File: config.mk
export PLATFORM = sky130hd
export DESIGN_NAME = vdot_host_seq
export DESIGN_NICKNAME = d
export VERILOG_FILES = /design/src/rtl/vdot_host_seq.sv
export SDC_FILE = /design/constraint.sdc
export NUM_CORES = 1
export LEC_CHECK = 0
export CORE_MARGIN = 2
export CORE_UTILIZATION = 25
export CTS_CLUSTER_DIAMETER = 50
export DETAILED_ROUTE_END_ITERATION = 6
export PLACE_DENSITY = 0.43
export SLEW_MARGIN = 20
export SYNTH_ARGS = -nofsm -noshare
export SYNTH_HDL_FRONTEND = slang
export SYNTH_SLANG_ARGS = --single-unit
File: constraint.sdc
create_clock -name clk -period 2.4 [get_ports clk]
set_clock_uncertainty 0.15 [all_clocks]
set_input_delay 0.6 -clock clk [delete_from_list [all_inputs] [get_ports clk]]
set_output_delay 0.6 -clock clk [all_outputs]
set_load 0.01 [all_outputs]
File: src/rtl/vdot_host_seq.sv
// vdot_host_seq: host-side sequencer that loads, runs and reads back the nibble dot-product accelerator.
// Latency: start to res_valid = 2N+9+W cycles unstalled (N words per vector, W accelerator wait cycles).
// Backpressure: operands accepted via in_valid/in_ready in LOAD only; result held on res_valid until res_ready.
module vdot_host_seq #(
    parameter int MAX_LEN = 16,
    parameter int TIMEOUT = 255
) (
    input  logic       clk,
    input  logic       rst_n,
    input  logic       start,
    input  logic [3:0] len,
    input  logic       in_valid,
    output logic       in_ready,
    input  logic [3:0] in_data,
    output logic       res_valid,
    input  logic       res_ready,
    output logic [7:0] res_data,
    output logic       busy,
    output logic       timeout_err,
    output logic [7:0] acc_cmd,
    output logic [3:0] acc_wdata,
    input  logic [3:0] acc_rdata,
    input  logic [1:0] acc_state,
    output logic       acc_rst_n
);

    localparam int TW = $clog2(TIMEOUT + 1);

    localparam logic [1:0] OP_READ  = 2'd0;
    localparam logic [1:0] OP_WRITE = 2'd1;
    localparam logic [1:0] OP_RUN   = 2'd2;
    localparam logic [1:0] ST_DONE  = 2'b10;

    // Accelerator register map: length, A vector, B vector, result nibbles.
    localparam logic [5:0] ADDR_LEN = 6'd0;
    localparam logic [5:0] ADDR_A   = 6'(1);
    localparam logic [5:0] ADDR_B   = 6'(1 + MAX_LEN);
    localparam logic [5:0] ADDR_LO  = 6'(1 + 2 * MAX_LEN);
    localparam logic [5:0] ADDR_HI  = 6'(2 + 2 * MAX_LEN);

    // The state register is aligned with the pins: the registered outputs
    // in a given cycle are the ones belonging to the current state.
    typedef enum logic [3:0] {
        S_IDLE,
        S_ARST,
        S_WLEN,
        S_LOAD,
        S_CLR0,
        S_CLR1,
        S_RUN,
        S_WAIT,
        S_RDLO,
        S_RDHI,
        S_OUT
    } state_t;

    state_t state, state_nxt;

    logic [3:0]    len_q, len_nxt;
    logic [5:0]    n_q, n_nxt;          // effective vector length (1..MAX_LEN)
    logic [5:0]    k_q, k_nxt;          // operand words accepted so far
    logic [TW-1:0] wcnt_q, wcnt_nxt;    // WAIT cycles spent
    logic [3:0]    lo_q, lo_nxt;        // low result nibble captured in RDLO

    logic          in_ready_nxt;
    logic          res_valid_nxt;
    logic [7:0]    res_data_nxt;
    logic          terr_nxt;
    logic [7:0]    cmd_nxt;
    logic [3:0]    wdata_nxt;
    logic          arst_n_nxt;

    assign busy = (state != S_IDLE);

    // State register; a synchronous reset abandons any job in flight.
    always_ff @(posedge clk) begin
        if (!rst_n) begin
            state <= S_IDLE;
        end else begin
            state <= state_nxt;
        end
    end

    // Next state plus next values of every registered pin and datapath register.
    always_comb begin
        state_nxt     = state;
        len_nxt       = len_q;
        n_nxt         = n_q;
        k_nxt         = k_q;
        wcnt_nxt      = wcnt_q;
        lo_nxt        = lo_q;
        in_ready_nxt  = 1'b0;
        res_valid_nxt = 1'b0;
        res_data_nxt  = res_data;
        terr_nxt      = timeout_err;
        cmd_nxt       = {OP_READ, 6'd0};
        wdata_nxt     = 4'd0;
        arst_n_nxt    = 1'b1;

        case (state)
            S_IDLE: begin
                if (start) begin
                    len_nxt    = len;
                    n_nxt      = (len == 4'd0) ? 6'(MAX_LEN) : {2'b00, len};
                    k_nxt      = 6'd0;
                    terr_nxt   = 1'b0;
                    arst_n_nxt = 1'b0;
                    state_nxt  = S_ARST;
                end
            end
            S_ARST: begin
                // Raw length is written; the accelerator itself maps 0 to a full vector.
                cmd_nxt   = {OP_WRITE, ADDR_LEN};
                wdata_nxt = len_q;
                state_nxt = S_WLEN;
            end
            S_WLEN: begin
                in_ready_nxt = 1'b1;
                state_nxt    = S_LOAD;
            end
            S_LOAD: begin
                if (in_ready) begin
                    in_ready_nxt = 1'b1;
                    if (in_valid) begin
                        cmd_nxt   = {OP_WRITE, (k_q < n_q) ? (ADDR_A + k_q) : (ADDR_B + k_q - n_q)};
                        wdata_nxt = in_data;
                        k_nxt     = k_q + 6'd1;
                        if (k_q == ((n_q << 1) - 6'd1)) begin
                            in_ready_nxt = 1'b0;
                        end
                    end
                end else begin
                    // Drain cycle: the last operand write is on the pins now.
                    cmd_nxt   = {OP_WRITE, ADDR_LO};
                    state_nxt = S_CLR0;
                end
            end
            S_CLR0: begin
                // Result accumulates onto prior contents, so both nibbles are zeroed.
                cmd_nxt   = {OP_WRITE, ADDR_HI};
                state_nxt = S_CLR1;
            end
            S_CLR1: begin
                cmd_nxt   = {OP_RUN, 6'd0};
                state_nxt = S_RUN;
            end
            S_RUN: begin
                wcnt_nxt  = '0;
                state_nxt = S_WAIT;
            end
            S_WAIT: begin
                if (acc_state == ST_DONE) begin
                    cmd_nxt   = {OP_READ, ADDR_LO};
                    state_nxt = S_RDLO;
                end else if (wcnt_q == TW'(TIMEOUT - 1)) begin
                    terr_nxt  = 1'b1;
                    state_nxt = S_IDLE;
                end else begin
                    wcnt_nxt = wcnt_q + TW'(1);
                end
            end
            S_RDLO: begin
                lo_nxt    = acc_rdata;
                cmd_nxt   = {OP_READ, ADDR_HI};
                state_nxt = S_RDHI;
            end
            S_RDHI: begin
                res_data_nxt  = {acc_rdata, lo_q};
                res_valid_nxt = 1'b1;
                state_nxt     = S_OUT;
            end
            S_OUT: begin
                if (res_ready) begin
                    state_nxt = S_IDLE;
                end else begin
                    res_valid_nxt = 1'b1;
                end
            end
            default: begin
                state_nxt = S_IDLE;
            end
        endcase
    end

    // Output pins and datapath registers; accelerator reset follows our reset.
    always_ff @(posedge clk) begin
        if (!rst_n) begin
            len_q       <= 4'd0;
            n_q         <= 6'd0;
            k_q         <= 6'd0;
            wcnt_q      <= '0;
            lo_q        <= 4'd0;
            in_ready    <= 1'b0;
            res_valid   <= 1'b0;
            res_data    <= 8'd0;
            timeout_err <= 1'b0;
            acc_cmd     <= 8'd0;
            acc_wdata   <= 4'd0;
            acc_rst_n   <= 1'b0;
        end else begin
            len_q       <= len_nxt;
            n_q         <= n_nxt;
            k_q         <= k_nxt;
            wcnt_q      <= wcnt_nxt;
            lo_q        <= lo_nxt;
            in_ready    <= in_ready_nxt;
            res_valid   <= res_valid_nxt;
            res_data    <= res_data_nxt;
            timeout_err <= terr_nxt;
            acc_cmd     <= cmd_nxt;
            acc_wdata   <= wdata_nxt;
            acc_rst_n   <= arst_n_nxt;
        end
    end

endmodule

Word level (Yosys, flattened, before mapping)
Cells that the tools add are included.
{"block": "totals", "ff_bits": 56, "inputBits": 19, "out_inout_bits": 25, "wordCells": 86}
{"block": "op_classes", "n_addsub": 5, "n_lt_le_gt_ge": 1, "eq_ne": 22, "mux": 34, "n_reduce_logical": 11}
{"op": "8-bit case mux with 6 select lines", "n": 1}
{"op": "4-bit case mux with 11 select lines", "n": 1}
{"op": "6-bit two-way mux", "n": 5}
{"op": "4-bit two-way mux", "n": 7}
{"op": "8-bit two-way mux", "n": 3}
{"op": "4-bit by 3-bit equality test with 1-bit output, second input constant", "n": 4}
{"op": "2-bit != test, second input constant", "n": 8}
{"op": "8-bit case mux with 2 select lines", "n": 1}
{"op": "4-bit equality test, second input constant", "n": 3}
{"op": "6-bit case mux with 2 select lines", "n": 1}
{"op": "4-bit AND reduction", "n": 3}
{"op": "1-bit two-way mux", "n": 9}
{"op": "8-bit by 1-bit adder with 8-bit output, second input constant", "n": 1}
{"op": "4-bit by 2-bit equality test with 1-bit output, second input constant", "n": 2}
{"op": "8-bit equality test, second input constant", "n": 1}
{"op": "4-bit logical NOT", "n": 2}
{"op": "4-bit case mux with 2 select lines", "n": 1}
{"op": "7-bit two-way mux", "n": 1}
{"op": "5-bit by 6-bit adder with 6-bit output, first input constant", "n": 1}
{"op": "6-bit by 1-bit adder with 6-bit output, second input constant", "n": 1}
{"op": "6-bit equality test", "n": 1}
{"op": "6-bit < comparator", "n": 1}
{"op": "1-bit case mux with 2 select lines", "n": 3}
{"op": "2-bit nonzero test", "n": 3}
{"op": "9 further kinds", "n": 9}

Logic depth before layout (Yosys ltp)
{"block": "depth", "depth_word": 6, "depth_mapped": 10, "mapped_depth_nobuf": 10}

Worst setup path after synthesis
No wires, ideal clock.
{"block": "synth_timing", "path_kind": "flip-flop to flip-flop", "start": "register n_q[1]", "end": "register acc_cmd[5]", "setup_time_ns": 0.070, "arrival_time_ns": 2.157, "required_time_ns": 2.180, "slack_ns": 0.023, "path_stages_with_launch": 11, "path_buffers": 0, "period_less_slack_ns": 2.377, "path_cell_list": "dfxtp_1 -> inv_1 -> ha_1 -> inv_1 -> ha_1 -> fa_1 -> a21o_1 -> a21oi_1 -> xnor2_1 -> or3_1 -> a21oi_1"}
{"block": "synth_between", "elab_chain_len": 5, "elab_cells_between_ends": 6, "classes_between": "add/sub (1); order compare (1); mux (4)"}
{"item": "start: declaration", "line_no": "60", "text": "logic [5:0] n_q, n_nxt;"}
{"item": "start signal: assignment", "line_no": "202", "text": "n_q <= n_nxt;"}
{"item": "6-bit subtractor / 6-bit < comparator (equally long branches)", "line_no": "125", "text": "cmd_nxt = {OP_WRITE, (k_q < n_q) ? (ADDR_A + k_q) : (ADDR_B + k_q - n_q)};"}
{"item": "6-bit two-way mux (*)", "line_no": "125"}
{"item": "7-bit two-way mux (*)", "line_no": "124", "text": "if (in_valid) begin"}
{"item": "8-bit two-way mux (*)", "line_no": "122", "text": "if (in_ready) begin"}
{"item": "8-bit case mux with 6 select lines (*)", "line_no": "100", "text": "case (state)"}
{"item": "end signal: assignment", "line_no": "210", "text": "acc_cmd <= cmd_nxt;"}
{"item": "end: declaration", "line_no": "20", "text": "output logic [7:0] acc_cmd,"}
Every way passes the cells marked *; elsewhere a longest branch is shown, timed or not.
A chain may end at the register's enable or synchronous reset.

Worst setup path after layout
Same ends and word-level chain as after synthesis.

==> impl_results.md <==
- Setup violations, final: 0
- PortBufs: 43
- Via count: 2573
- Worst-path clk slew: 0.08 ns
- Initial Util: 25.4%
- Length of the first detailed-routing pass in iterations: 4
- N_diodes: 0
- Layout area overhead: 31.7%
- Die W: 112 µm
- Final Max Slew Viols: 0
- Crit path from: n_q[1]
- Post-CTS Hold Buffers: 0
- Cell count after synthesis: 343
- Routed WL: 7.77 mm
- Gr usage total: 12.8%
- PnR Total Power: 2380 µW
- Post-synth ARST share: 0%
- DRC errors left: 0
- Final min period: 2.32 ns
- Yosys reg bits: 55
- Worst slew margin: 59.4%
- Area of the die: 12400 µm²
- Final nets: 440
- CP max-delay cell: fa_2
- Startpoint Class: flip-flop
- CP Data Required Time: 2.48 ns
- CTS H-Tree Depth: 2
- Net load switching power: 749 µW
- Final hold viol count: 0
- Starting DRT DRC Count: 104
- Via density per instance: 4.70
- Mapped cell area: 2890 µm²
- PD cells: 625 nW/µm²
- WL met3: 361 µm
- Worst Setup End Kind: flip-flop
- DP Cell Count: 538
- Post-synth top flop: dfxtp_1
- Number of synthesis warnings: 0
- Status: complete, no violations
- Worst-Margin Slew: 0.605 ns
- Switch share: 31.5%
- CTS buffer count: 5
- Fmax: 0.430 GHz
- Clk pwr share: 32.2%
- Tcrit/Tclk final: 96.8%
- Max-Cap Viols: 0
- Worst hold path startpoint: lo_q[2]
- First-pass GRT wire length: 13.1 mm
- # rows: 39
- Cell variety after synth: 51
- Sequential share of power: 41.7%
- M1 WL: 3.71 mm
- # IOs: 44
- Sequential area share after synthesis: 38.1%
- Root Driver: clkbuf_16
- Critical Path Fanout Max: 2
- Vias in the first global route: 2605
- Die Y: 112 µm
- Max Used Layer: met4
- Worst reg2reg startpoint: n_q[1]
- Hold Crit Class: reg -> reg
- Detailed Place HPWL: 5.86 mm
- Std-Cell Core Area: 11400 µm²
- Skew-Pair Late Insertion Delay: 0.30 ns
- Largest net degree at the start of global routing: 34
- Post-synth EDFFs: 0
- CTS tree: done
- Syn Area/Cell: 8.42 µm²
- Antenna viol nets, final: 0
- Share of total power in combinational logic: 26.1%
- Initial antenna violation count: 0
- Kind of critical path: reg -> reg
- Critical Path Max Stage Delay: 0.39 ns
- CP most frequent cell: a21oi_2
- Lkg Pwr: 0.00139 µW
- CP Cell Sequence: inv_1 > ha_1 > inv_2 > ha_4 > fa_2 > a21o_1 > a21oi_2 > xnor2_1 > or3_1 > a21oi_2
- WL/cell: 14.2 µm
- Layout Cells excl Fill: 547
- WP data arrival: 2.41 ns
- Met2 wire length: 3.61 mm
- Placer congestion estimate: 0.840
- Layout cell share with drive strength beyond 1: 13.4%
- Grt ovf: 0
- Net count after synthesis: 380
- Most frequent cells in the layout: dfxtp_1, clkdlybuf4s50_1, nand2_1
- CTS sink cnt: 55
- VDD IR max: 0.342 mV
- Internal power: 1630 µW
- Buffer levels on the longest clock path: 2
- Commonest non-fill, non-tap cell in the layout: dfxtp_1
==> cells in the mapped netlist (3+ instances only) <==
| cell | count | area share [%] |
|---|---|---|
| dfxtp_1 | 55 | 38 |
| a22oi_1 | 7 | 1.8 |
| clkbuf_1 | 8 | 1.0 |
| a21o_1 | 5 | 1.3 |
| a211oi_1 | 6 | 1.6 |
| ha_1 | 16 | 6.9 |
| or3_1 | 3 | 0.65 |
| buf_2 | 4 | 0.69 |
| nand3_1 | 18 | 3.1 |
| a21oi_1 | 30 | 5.2 |
| nand3b_1 | 3 | 0.78 |
| inv_1 | 19 | 2.5 |
| a31oi_1 | 4 | 0.87 |
| mux2i_1 | 9 | 3.1 |
| nand2_1 | 37 | 4.8 |
| xnor2_1 | 16 | 4.9 |
| a2111oi_2 | 3 | 1.6 |
| o21ai_0 | 8 | 1.4 |
| nand2b_1 | 5 | 1.1 |
| nor3_1 | 9 | 1.6 |
| nor2_1 | 36 | 4.7 |
| xor2_1 | 5 | 1.5 |
==> final cells by class <==
cell class,count,area (µm²)
tap,143,179
sequential,55,1100
fill,1201,7570
clock buffer,5,125
clock inverter,3,26.3
multi-input combinational,253,1660
timing repair buffer,68,634
inverter,20,75.1
==> worst max-delay path, delay by kind of cell (launching register included) <==
kind,cells,cell delay [ns]
flops,1,0.33
xor+xnor,1,0.08
simple gates,1,0.33
buf+inv,2,0.10
fa+ha+maj,3,0.83
compound gates,3,0.45
==> power by group through the flow <==
stage	Combinational (µW)	Clock (µW)	Sequential [µW]
CTS	609	798	989
global placement	610	0	1010
floorplan	365	0	1010
detailed placement	604	0	1010
global route	685	832	997
finish	621	765	991
==> repair_timing <==
action | 4_1_cts | 5_1_grt
gates resized for setup | 2 | 8
pin swaps | 0 | 4
buffers inserted | 0 | 1
cloned | 0 | 0
setup endpoints to repair | 1 | 5
==> final timing paths <==
path | cells past startpoint | slack [ns] | to
worst max-delay path | 10 | 0.08 | acc_cmd[5]
worst min-delay path | 2 | 0.30 | res_data[2]
worst min register to register | 2 | 0.30 | res_data[2]
worst max register to register | 10 | 0.08 | acc_cmd[5]
==> kinds of logic (layout without fill, tap and decap cells) <==
family                     Yosys count  count (layout)  share of synthesized area (%)
adders and majority gates           18              18                           8.32
AOI/OAI and AO/OA                   74              74                           17.0
xor gates and xnor gates            21              21                           6.37
DFF                                 55              55                           38.1
buffers and inverters               35              96                           5.24
and+or+nand+nor                    131             131                           21.8
muxes                                9               9                           3.12
==> metrics by stage <==
step                      utilization, %  hold WS, ns  setup TNS (ns)  instance area, µm²  setup slack, ns
after CTS                           33.2        0.304               0                3770           0.0195
after detailed placement            31.8        0.298          -0.162                3610          -0.0611
after floorplan                        -        0.281               0                2890           0.0233
final                               33.5        0.300               0                3800           0.0769
after global routing                33.5        0.326         -0.0180                3800          -0.0180
after global placement              31.8        0.290               0                3610           0.0131
==> registers in the layout, summed over array words and instances (netlist names), 4 cells and up <==
signal	cells
acc_cmd	8
res_data	8
wcnt_q	8
k_q	6
n_q	5
acc_wdata	4
len_q	4
lo_q	4
state	4
==> routing by layer <==
layer  vias to the layer above  global-route usage [%]
met4                         0                    4.20
met3                         8                    2.72
met1                      1204                    17.0
met5                         -                       0
met2                        62                    20.8
li1                       1299                       -
No activity file was read; power rests on OpenSTA's default activity.
